**src/rtl/prt_dp_ctl_msg_mst.sv**
```systemverilog
// prt_dp_ctl_msg_mst: message-bus initiator for the DP control slave.
// Upstream words pass through a small FIFO; a three-word control write
// (header, mask, control) is slotted in between upstream messages.
// A shadow of the far-end control register is kept for read-back.
module prt_dp_ctl_msg_mst #(
    parameter int P_MSG_IDX    = 5,
    parameter int P_MSG_DAT    = 16,
    parameter int P_MSG_ID     = 0,
    parameter int P_CTL_WIDTH  = 3,
    parameter int P_FIFO_DEPTH = 4
) (
    input  logic                   CLK_IN,
    input  logic                   RST_IN,
    input  logic                   MSG_SNK_SOM_IN,
    input  logic                   MSG_SNK_EOM_IN,
    input  logic [P_MSG_DAT-1:0]   MSG_SNK_DAT_IN,
    input  logic                   MSG_SNK_VLD_IN,
    output logic                   MSG_SRC_SOM_OUT,
    output logic                   MSG_SRC_EOM_OUT,
    output logic [P_MSG_DAT-1:0]   MSG_SRC_DAT_OUT,
    output logic                   MSG_SRC_VLD_OUT,
    input  logic [P_CTL_WIDTH-1:0] REQ_MSK_IN,
    input  logic [P_CTL_WIDTH-1:0] REQ_CTL_IN,
    input  logic                   REQ_VLD_IN,
    output logic                   REQ_RDY_OUT,
    output logic [P_CTL_WIDTH-1:0] STA_CTL_OUT,
    output logic                   STA_BUSY_OUT,
    output logic                   STA_OVF_OUT
);

    localparam int L_AW = $clog2(P_FIFO_DEPTH);
    localparam int L_WW = P_MSG_DAT + 2;
    localparam logic [L_AW:0] L_PTR_ONE = 1;

    // Parameter sanity: depth must be a power of two >= 4, control fits a word.
    generate
        if (P_FIFO_DEPTH < 4 || (P_FIFO_DEPTH & (P_FIFO_DEPTH - 1)) != 0) begin : g_bad_depth
            $error("P_FIFO_DEPTH must be a power of two >= 4");
        end
        if (P_MSG_IDX < 1 || P_CTL_WIDTH > P_MSG_DAT) begin : g_bad_width
            $error("P_MSG_IDX must be >= 1 and P_CTL_WIDTH <= P_MSG_DAT");
        end
    endgenerate

    typedef enum logic [2:0] {S_IDLE, S_WAIT, S_HDR, S_MSK, S_CTL} state_t;

    state_t                 r_state, w_state_nxt;
    logic [L_WW-1:0]        r_mem [P_FIFO_DEPTH];
    logic [L_AW:0]          r_wr_ptr, r_rd_ptr;
    logic                   r_in_msg;
    logic [P_CTL_WIDTH-1:0] r_hold_msk, r_hold_ctl, r_sta_ctl;
    logic                   r_ovf;
    logic                   r_src_som, r_src_eom, r_src_vld;
    logic [P_MSG_DAT-1:0]   r_src_dat;

    logic                   w_empty, w_full, w_ins, w_rd, w_wr, w_drop, w_accept;
    logic [L_WW-1:0]        w_rd_word;

    // Extra pointer bit distinguishes full from empty when addresses match.
    assign w_empty   = (r_wr_ptr == r_rd_ptr);
    assign w_full    = (r_wr_ptr[L_AW] != r_rd_ptr[L_AW]) &&
                       (r_wr_ptr[L_AW-1:0] == r_rd_ptr[L_AW-1:0]);
    assign w_ins     = (r_state == S_HDR) || (r_state == S_MSK) || (r_state == S_CTL);
    assign w_rd      = !w_empty && !w_ins;
    // A full FIFO still takes a word if a slot frees up in the same cycle.
    assign w_wr      = MSG_SNK_VLD_IN && (!w_full || w_rd);
    assign w_drop    = MSG_SNK_VLD_IN && w_full && !w_rd;
    assign w_rd_word = r_mem[r_rd_ptr[L_AW-1:0]];
    assign w_accept  = REQ_VLD_IN && (r_state == S_IDLE);

    // Next-state: insertion starts only on a quiet bus boundary.
    always_comb begin
        w_state_nxt = r_state;
        case (r_state)
            S_IDLE:  if (REQ_VLD_IN) w_state_nxt = S_WAIT;
            S_WAIT:  if (w_empty && !r_in_msg && !MSG_SNK_VLD_IN) w_state_nxt = S_HDR;
            S_HDR:   w_state_nxt = S_MSK;
            S_MSK:   w_state_nxt = S_CTL;
            S_CTL:   w_state_nxt = S_IDLE;
            default: w_state_nxt = S_IDLE;
        endcase
    end

    // State register.
    always_ff @(posedge CLK_IN) begin
        if (!RST_IN) r_state <= S_IDLE;
        else         r_state <= w_state_nxt;
    end

    // FIFO storage; contents need no reset, pointers define validity.
    always_ff @(posedge CLK_IN) begin
        if (w_wr) r_mem[r_wr_ptr[L_AW-1:0]] <= {MSG_SNK_SOM_IN, MSG_SNK_EOM_IN, MSG_SNK_DAT_IN};
    end

    // FIFO pointers, sticky overflow and upstream in-message tracking.
    always_ff @(posedge CLK_IN) begin
        if (!RST_IN) begin
            r_wr_ptr <= '0;
            r_rd_ptr <= '0;
            r_ovf    <= 1'b0;
            r_in_msg <= 1'b0;
        end else begin
            if (w_wr)   r_wr_ptr <= r_wr_ptr + L_PTR_ONE;
            if (w_rd)   r_rd_ptr <= r_rd_ptr + L_PTR_ONE;
            if (w_drop) r_ovf    <= 1'b1;
            if (MSG_SNK_VLD_IN && MSG_SNK_EOM_IN)      r_in_msg <= 1'b0;
            else if (MSG_SNK_VLD_IN && MSG_SNK_SOM_IN) r_in_msg <= 1'b1;
        end
    end

    // Request capture and shadow update on the control word.
    always_ff @(posedge CLK_IN) begin
        if (!RST_IN) begin
            r_hold_msk <= '0;
            r_hold_ctl <= '0;
            r_sta_ctl  <= '0;
        end else begin
            if (w_accept) begin
                r_hold_msk <= REQ_MSK_IN;
                r_hold_ctl <= REQ_CTL_IN;
            end
            if (r_state == S_CTL)
                r_sta_ctl <= (r_sta_ctl & ~r_hold_msk) | (r_hold_ctl & r_hold_msk);
        end
    end

    // Source register: inserted words take priority, else FIFO pass-through.
    always_ff @(posedge CLK_IN) begin
        if (!RST_IN) begin
            r_src_vld <= 1'b0;
            r_src_som <= 1'b0;
            r_src_eom <= 1'b0;
            r_src_dat <= '0;
        end else begin
            case (r_state)
                S_HDR: begin
                    r_src_vld <= 1'b1;
                    r_src_som <= 1'b1;
                    r_src_eom <= 1'b0;
                    r_src_dat <= P_MSG_DAT'(P_MSG_ID);
                end
                S_MSK: begin
                    r_src_vld <= 1'b1;
                    r_src_som <= 1'b0;
                    r_src_eom <= 1'b0;
                    r_src_dat <= P_MSG_DAT'(r_hold_msk);
                end
                S_CTL: begin
                    r_src_vld <= 1'b1;
                    r_src_som <= 1'b0;
                    r_src_eom <= 1'b1;
                    r_src_dat <= P_MSG_DAT'(r_hold_ctl);
                end
                default: begin
                    if (w_rd) begin
                        r_src_vld <= 1'b1;
                        {r_src_som, r_src_eom, r_src_dat} <= w_rd_word;
                    end else begin
                        r_src_vld <= 1'b0;
                        r_src_som <= 1'b0;
                        r_src_eom <= 1'b0;
                        r_src_dat <= '0;
                    end
                end
            endcase
        end
    end

    assign MSG_SRC_SOM_OUT = r_src_som;
    assign MSG_SRC_EOM_OUT = r_src_eom;
    assign MSG_SRC_DAT_OUT = r_src_dat;
    assign MSG_SRC_VLD_OUT = r_src_vld;
    assign REQ_RDY_OUT     = (r_state == S_IDLE);
    assign STA_BUSY_OUT    = (r_state != S_IDLE);
    assign STA_CTL_OUT     = r_sta_ctl;
    assign STA_OVF_OUT     = r_ovf;

endmodule

```
**config.mk**
```make
export PLATFORM = sky130hd
export DESIGN_NAME = prt_dp_ctl_msg_mst
export DESIGN_NICKNAME = d
export VERILOG_FILES = /design/src/rtl/prt_dp_ctl_msg_mst.sv
export SDC_FILE = /design/constraint.sdc
export NUM_CORES = 1
export LEC_CHECK = 0
export CORE_MARGIN = 1.5
export CORE_UTILIZATION = 49
export DETAILED_ROUTE_END_ITERATION = 8
export GPL_ROUTABILITY_DRIVEN = 0
export GPL_TIMING_DRIVEN = 0
export HOLD_SLACK_MARGIN = 0.06
export PLACE_DENSITY = 0.75
export SYNTH_ARGS = -nofsm -noshare
export SYNTH_HDL_FRONTEND = slang
export SYNTH_SLANG_ARGS = --single-unit
```
**constraint.sdc**
```tcl
create_clock -name CLK_IN -period 1.68 [get_ports CLK_IN]
set_input_delay 0.168 -clock CLK_IN [delete_from_list [all_inputs] [get_ports CLK_IN]]
set_output_delay 0.168 -clock CLK_IN [all_outputs]
set_load 0.02 [all_outputs]
```
==> results of run 1 <==
[layer usage]
metal	vias to the layer above	global-route usage (%)	share of wire, %
met5	-	0	0
met4	0	10.29	2.0
met3	16	6.699	6.0
met2	80	33.33	50
met1	1208	23.45	42
li1	1155	-	-
[cell usage in the layout, fill, tap and decap left out, types with 3 or more instances in the layout]
| master | n |
|---|---|
| nand2_1 | 17 |
| mux4_2 | 18 |
| nand3_1 | 5 |
| clkbuf_16 | 16 |
| clkbuf_1 | 5 |
| a22oi_1 | 3 |
| buf_6 | 3 |
| ha_1 | 5 |
| dfxtp_1 | 35 |
| nor2_1 | 13 |
| mux2i_1 | 9 |
| and2_4 | 3 |
| dfxtp_2 | 5 |
| clkinv_2 | 4 |
| nand2b_1 | 3 |
| clkinvlp_4 | 3 |
| edfxtp_1 | 72 |
| and3_1 | 13 |
| clkdlybuf4s50_1 | 48 |
| o22ai_1 | 3 |
| buf_4 | 9 |
| inv_1 | 7 |
| a21oi_1 | 9 |
| buf_12 | 7 |
| clkbuf_8 | 4 |
[sequential cells by signal, indices dropped and copies added, names as in the netlist, named ones only]
register and count:
r_hold_ctl 3, r_wr_ptr 3, r_mem 72, r_rd_ptr 3
r_in_msg 1, r_state 3, MSG_SRC_DAT_OUT 16, STA_OVF_OUT 1
MSG_SRC_SOM_OUT 1, r_hold_msk 3, MSG_SRC_EOM_OUT 1, MSG_SRC_VLD_OUT 1
[worst paths after layout]
check	from	endpoint	slack, ns	cells after the start
setup / recovery	r_state[1]$_SDFFE_PN0P_	r_mem[0][8]$_DFFE_PP_	-0.03	6
hold / removal	REQ_MSK_IN[1]	r_hold_msk[1]$_SDFFE_PN0P_	0.27	3
setup reg to reg	r_state[1]$_SDFFE_PN0P_	r_mem[0][8]$_DFFE_PP_	-0.03	6
hold reg to reg	register	register	0.46	2
[area by class of cell]
cell class              count  area (um^2)  share of cell area, %
repair buffers             65        703.2                  12.33
well taps                 105        131.4                  2.304
multi-input cells         126         1185                  20.78
flip-flops and latches    113         2993                  52.48
inverters                   9        33.78                 0.5924
clock buffers              22        462.9                  8.118
clock inverters            10        111.4                  1.953
plain buffers              12        82.58                  1.448
[where the power goes]
part | leakage, uW | internal (uW) | switching [uW]
Combinational | 0.000824 | 1080 | 1030
Clock | 0.000277 | 2210 | 1200
Sequential | 0.00100 | 3280 | 142
[critical path, delay by kind of cell (launching register included)]
family	cells	cell delay (ns)
simple gates	3	0.54
buf+inv	2	0.27
compound gates	1	0.36
flops	1	0.30
[logic make-up (layout without fill, tap and decap cells)]
group | after synthesis | in the layout
multiplexers | 27 | 27
AND/OR/NAND/NOR | 64 | 64
flip-flops | 113 | 113
XOR/XNOR | 4 | 4
AO/OA/AOI/OAI | 26 | 26
adder cells (fa/ha/maj) | 5 | 5
buffers and inverters | 21 | 118
[repair_timing]
action	in CTS	in global routing
gates resized for setup	18	16
endpoints found under the setup margin	75	64
setup buffers	11	2
pin swaps	5	8
cloned	0	0
[metrics by stage]
step	setup WS, ns	power [uW]	util [%]	TNS [ns]
2_1_floorplan	-0.03366	4713	-	-1.818
3_3_place_gp	-0.2846	5362	58.92	-17.41
3_5_place_dp	-0.3086	5402	58.92	-18.56
4_1_cts	-0.003363	8891	68.20	-0.01495
5_1_grt	-0.07625	9304	69.06	-3.711
6_report	-0.02707	8941	69.06	-0.7962
==> metrics.md, run 1 <==
| Metric | Value |
|---|---|
| Minimum clock period after layout | `between 1.5 and 2 ns` |
| Pwr Density | `1568 nW/um^2` |
| Slew of the pin with the lowest slew margin | `0.4428 ns` |
| Fillers | `between 500 and 600` |
| Failing checks | `negative setup slack` |
| TritonCTS buffer count | `17` |
| Synth Cell Area | `4209 um^2` |
| Ys Warns | `0` |
| Worst path max stage delay | `between 0.3 and 0.4 ns` |
| Nets | `between 300 and 400` |
| Io pins | `53` |
| Die extent in x | `around 96 um` |
| Final setup margin | `-0.02707 ns` |
| Top cells by count, synth | `edfxtp_1 (72), dfxtp_1 (41), mux4_2 (18)` |
| Slew headroom | `between 70% and 80%` |
| Adder-Cell Fraction of Synth Area | `about 1.5%` |
| Hold slack | `approximately 0.27 ns` |
| CTS H-tree depth | `4` |
| Fin. max-slew vios | `0` |
| Worst skew pair latency | `~0.52 ns` |
| Final WL | `just over 8000 um` |
| Largest family of logic cells by synthesized area | `multiplexers` |
| Post-DP HPWL | `between 4000 and 5000 um` |
| Setup CP Type | `reg2reg` |
| Critical Path Source Type | `register` |
| Leak | `0.002100 uW` |
| Maximum fanout along the worst path | `9` |
| Crit path max-delay cell type | `o31a_1` |
| Count of state elements after synthesis | `113` |
| Compound-Gate Fraction of Synth Area | `under 10%` |
| Layout cells sized above 1 | `about a quarter` |
| Final instance area | `roughly 5700 um^2` |
| DR WL/cell | `17.84 um` |
| Overall Global Routing Usage | `~20%` |
| Final Cycle Share | `101.6%` |
| FMAX | `~590 MHz` |
| Post-Place Cell Area | `4866 um^2` |
| Status | `complete, but fails checks` |
| Initial DRT Pass Iterations | `4` |
| Initial core utilization | `between 50 and 60%` |
| RSZ-0062 raised after global routing | `true` |
| Synth top area cells | `edfxtp_1 (51%), dfxtp_1 (20%), mux4_2 (9.6%)` |
| Initial antenna violation count | `0` |
| Routed Antenna Nets | `0` |
| Clock transition at path regs | `roughly 0.050 ns` |
| Critical Path AT | `roughly 2.0 ns` |
| Grt total ovfl | `0` |
| Largest net degree at the start of global routing | `20` |
| DP Cell Count | `about 420` |
| Crit path capture type | `register` |
| Final setup fails | `50` |
| Peak supply drop | `about 0.00091 V` |
| Worst min-delay path category | `in2reg` |
| Multiplexer area fraction after synthesis | `a little under an eighth` |
| IO buf count | `52` |
| Average size of a mapped cell | `between 15 and 20 um^2` |
| Simple-gate portion of the synthesized area | `under 10%` |
| Cell Chain, Critical Path | `buf_6 -> nor3b_4 -> nor2_4 -> o31a_1 -> and2_4 -> buf_12` |
| Most frequent cell after synthesis | `edfxtp_1` |
| CTS tree | `done` |
| Hold Fails Final Rpt | `0` |
| Rows | `33` |
| Final Non-Filler Cells | `~460` |
| DRC | `0` |
| Asr flop ratio synth | `0%` |
| N_diodes | `0` |
| Hold_buf cts | `0` |
| DIE AREA | `a little over 9000 um^2` |
| Vias per cell | `5.323` |
| XOR/XNOR Fraction of Synth Area | `1.189%` |
| Number of flops mapped to enable cells by yosys | `72` |
| First DRT Iteration DRCs | `115` |
| CORE AREA | `between 8000 and 9000 um^2` |
| Setup Skew | `around 0.0059 ns` |
| Netlist cell types | `39` |
| CP Data Required Time | `~2.0 ns` |
| First-pass GRT wire length | `approximately 13000 um` |
| Synth Net Count | `roughly 300` |
| Area delta synth->final | `35.49%` |
| Ys flop type | `edfxtp_1` |
| Vias | `between 2000 and 2500` |
| Sink Count | `~110` |
| CTS root buf | `clkbuf_8` |
| Area leader, netlist | `edfxtp_1` |
| Max-cap violation count | `0` |
| Die Ht | `95.68 um` |
| Vias in the first global route | `roughly 2600` |
| Post-synthesis sequential area ratio | `between 70 and 80%` |
| Longest Clk Path Bufs | `2` |
| Area share of the largest cell type after synthesis | `about half` |
| Mapped Cells | `260` |
Note: power is estimated with default switching activity, not from simulation.
==> run 2: changes to the inputs <==
--- a/config.mk
+++ b/config.mk
@@ -7,11 +7,13 @@
 export LEC_CHECK = 0
 export CORE_MARGIN = 1.5
 export CORE_UTILIZATION = 49
+export CTS_CLUSTER_SIZE = 20
 export DETAILED_ROUTE_END_ITERATION = 8
 export GPL_ROUTABILITY_DRIVEN = 0
 export GPL_TIMING_DRIVEN = 0
 export HOLD_SLACK_MARGIN = 0.06
 export PLACE_DENSITY = 0.75
+export SKIP_CTS_REPAIR_TIMING = 1
 export SYNTH_ARGS = -nofsm -noshare
 export SYNTH_HDL_FRONTEND = slang
 export SYNTH_SLANG_ARGS = --single-unit
==> metrics.md, run 2 (synthesis gave the netlist of run 1 again) <==
| Metric | Value |
|---|---|
| Initial DRT Pass Iterations | `5` |
| DP Cell Count | `between 400 and 500` |
| Worst path max stage delay | `around 0.45 ns` |
| CP Data Required Time | `~2.0 ns` |
| N_diodes | `0` |
| Hold path cells | `3` |
| Final Non-Filler Cells | `roughly 460` |
| Fin. max-slew vios | `0` |
| Final instance area | `around 5600 um^2` |
| Area delta synth->final | `32.82%` |
| Crit path max-delay cell type | `dfxtp_1` |
| Hold Fails Final Rpt | `0` |
| Rows | `33` |
| Reg-to-Reg Start | `r_rd_ptr[1]$_SDFFE_PN0P_` |
| Grt total ovfl | `0` |
| Sw Ratio | `26.63%` |
| Crit path capture type | `register` |
| Cell Chain, Critical Path | `xnor2_4 -> nand2_2 -> o31a_1 -> and2_4 -> buf_12` |
| Final Power | `between 8000 and 9000 uW` |
| WP buf/inv | `1` |
| Peak supply drop | `a little under 0.0009 V` |
| Post-Place Cell Area | `4866 um^2` |
| Failing checks | `negative setup slack` |
| Flop-to-flop setup slack | `-0.06 ns` |
| First-pass GRT wire length | `12140 um` |
| Post-DP HPWL | `around 4800 um` |
| Number of cells on the critical path | `5` |
| CTS root buf | `clkbuf_8` |
| Setup CP Type | `reg2reg` |
| Status | `complete, but fails checks` |
| Hold slack | `approximately 0.27 ns` |
| P_sw | `2367 uW` |
| CP endpoint | `r_mem[2][10]$_DFFE_PP_` |
| Die Ht | `~96 um` |
| Setup Skew | `around 0.009 ns` |
| Longest Clk Path Bufs | `2` |
| DR WL/cell | `about 18 um` |
| Slew of the pin with the lowest slew margin | `0.4720 ns` |
| Critical path origin | `r_rd_ptr[1]$_SDFFE_PN0P_` |
| Max-cap violation count | `0` |
| CTS H-tree depth | `4` |
| DRC | `0` |
| P_int | `~6500 uW` |
| Vias per cell | `around 5.4` |
| Number of flip-flops in the largest register | `72` |
| Critical Path Source Type | `register` |
| Worst R2R Path Depth | `5` |
| Layout cells sized above 1 | `24.50%` |
| Nets | `around 370` |
| Vias in the first global route | `2454` |
| IO buf count | `52` |
| Worst min-delay path category | `in2reg` |
| CTS tree | `done` |
| Slew headroom | `68.53%` |
| Final WL | `8289 um` |
| Critical Path AT | `2.02 ns` |
| Sink Count | `113` |
| Sequential group share of total power | `around two fifths` |
| Final Cycle Share | `103.9%` |
| Combinational power share | `23.2%` |
| Crit Reg-Reg Endpoint | `r_mem[2][10]$_DFFE_PP_` |
| CORE AREA | `8258 um^2` |
| RSZ-0062 raised after global routing | `true` |
| FMAX | `between 500 and 600 MHz` |
| Final setup margin | `-0.06487 ns` |
| Initial core utilization | `between 50% and 60%` |
| Most common cell after layout, fill and taps aside | `edfxtp_1` |
| Clock share of power | `between 30% and 40%` |
| Pwr Density | `roughly 1600 nW/um^2` |
| Final setup fails | `23` |
| Io pins | `53` |
| Clock transition at path regs | `around 0.050 ns` |
| Maximum fanout along the worst path | `9` |
| Worst skew pair latency | `0.52 ns` |
| Minimum clock period after layout | `around 1.7 ns` |
| Vias | `between 2000 and 2500` |
| Initial antenna violation count | `0` |
| Largest net degree at the start of global routing | `20` |
| Die extent in x | `approximately 96 um` |
| DIE AREA | `approximately 9000 um^2` |
| Most frequent cells in the layout | `edfxtp_1 (72), clkdlybuf4s50_1 (48), dfxtp_1 (35)` |
| Delay-heaviest family, CP | `flip-flops` |
| First DRT Iteration DRCs | `112` |
| Leak | `~0.0020 uW` |
| TritonCTS buffer count | `17` |
| Overall Global Routing Usage | `between 10% and 20%` |
| Routed Antenna Nets | `0` |
## run 2: cell types whose count changed in the layout (fill, tap and decap cells not counted), sizes merged
cell    previous run  this run
and2               4         6
clkbuf            28        30
buf               21        11
## run 2: power by group through the flow
stage	clock network, uW	registers (uW)	logic [uW]
after floorplan	0	3620	1090
after global placement	0	3430	1930
after detailed placement	0	3440	1960
after CTS	3440	3390	1980
after global routing	3580	3450	2210
final	3410	3420	2060
## run 2: cell type report
cell class | instances | area, um^2
buffer | 11 | 70.07
clock buffer | 22 | 462.9
fill | 558 | 2668
timing repair buffer | 58 | 585.6
tap | 105 | 131.4
inverter | 9 | 33.78
clock inverter | 10 | 111.4
multi-input combinational | 128 | 1200
sequential | 113 | 2995
## run 2: tightest hold or removal path, delay by kind of cell
kind | cells | cell delay [ns]
buffers and inverters | 1 | 0.40
multiplexers | 1 | 0.13
AND/OR/NAND/NOR | 1 | 0.05
## run 2: worst min path at each step
stage              startpoint                    endpoint
6_report        REQ_MSK_IN[1]  r_hold_msk[1]$_SDFFE_PN0P_
5_1_grt         REQ_CTL_IN[0]  r_hold_ctl[0]$_SDFFE_PN0P_
4_1_cts         REQ_MSK_IN[1]  r_hold_msk[1]$_SDFFE_PN0P_
3_5_place_dp         register                    register
3_3_place_gp         register                    register
2_1_floorplan  MSG_SNK_VLD_IN       r_in_msg$_SDFFE_PP0P_
## run 2: routing by layer
metal  wire length [um]  up-vias  GRT usage [%]
met4                144        0          9.559
met3                420       15          6.619
met1               3584     1226          22.85
met5                  0        -              0
li1                   -     1145              -
met2               4139       74          30.40
## run 2: through the flow
stage | util (%) | TNS, ns | setup slack (ns)
final | 67.70 | -1.035 | -0.06487
after global routing | 67.70 | -3.654 | -0.09912
after CTS | 65.88 | -20.33 | -0.4693
after detailed placement | 58.92 | -18.56 | -0.3086
after global placement | 58.92 | -17.41 | -0.2846
after floorplan | - | -1.818 | -0.03366
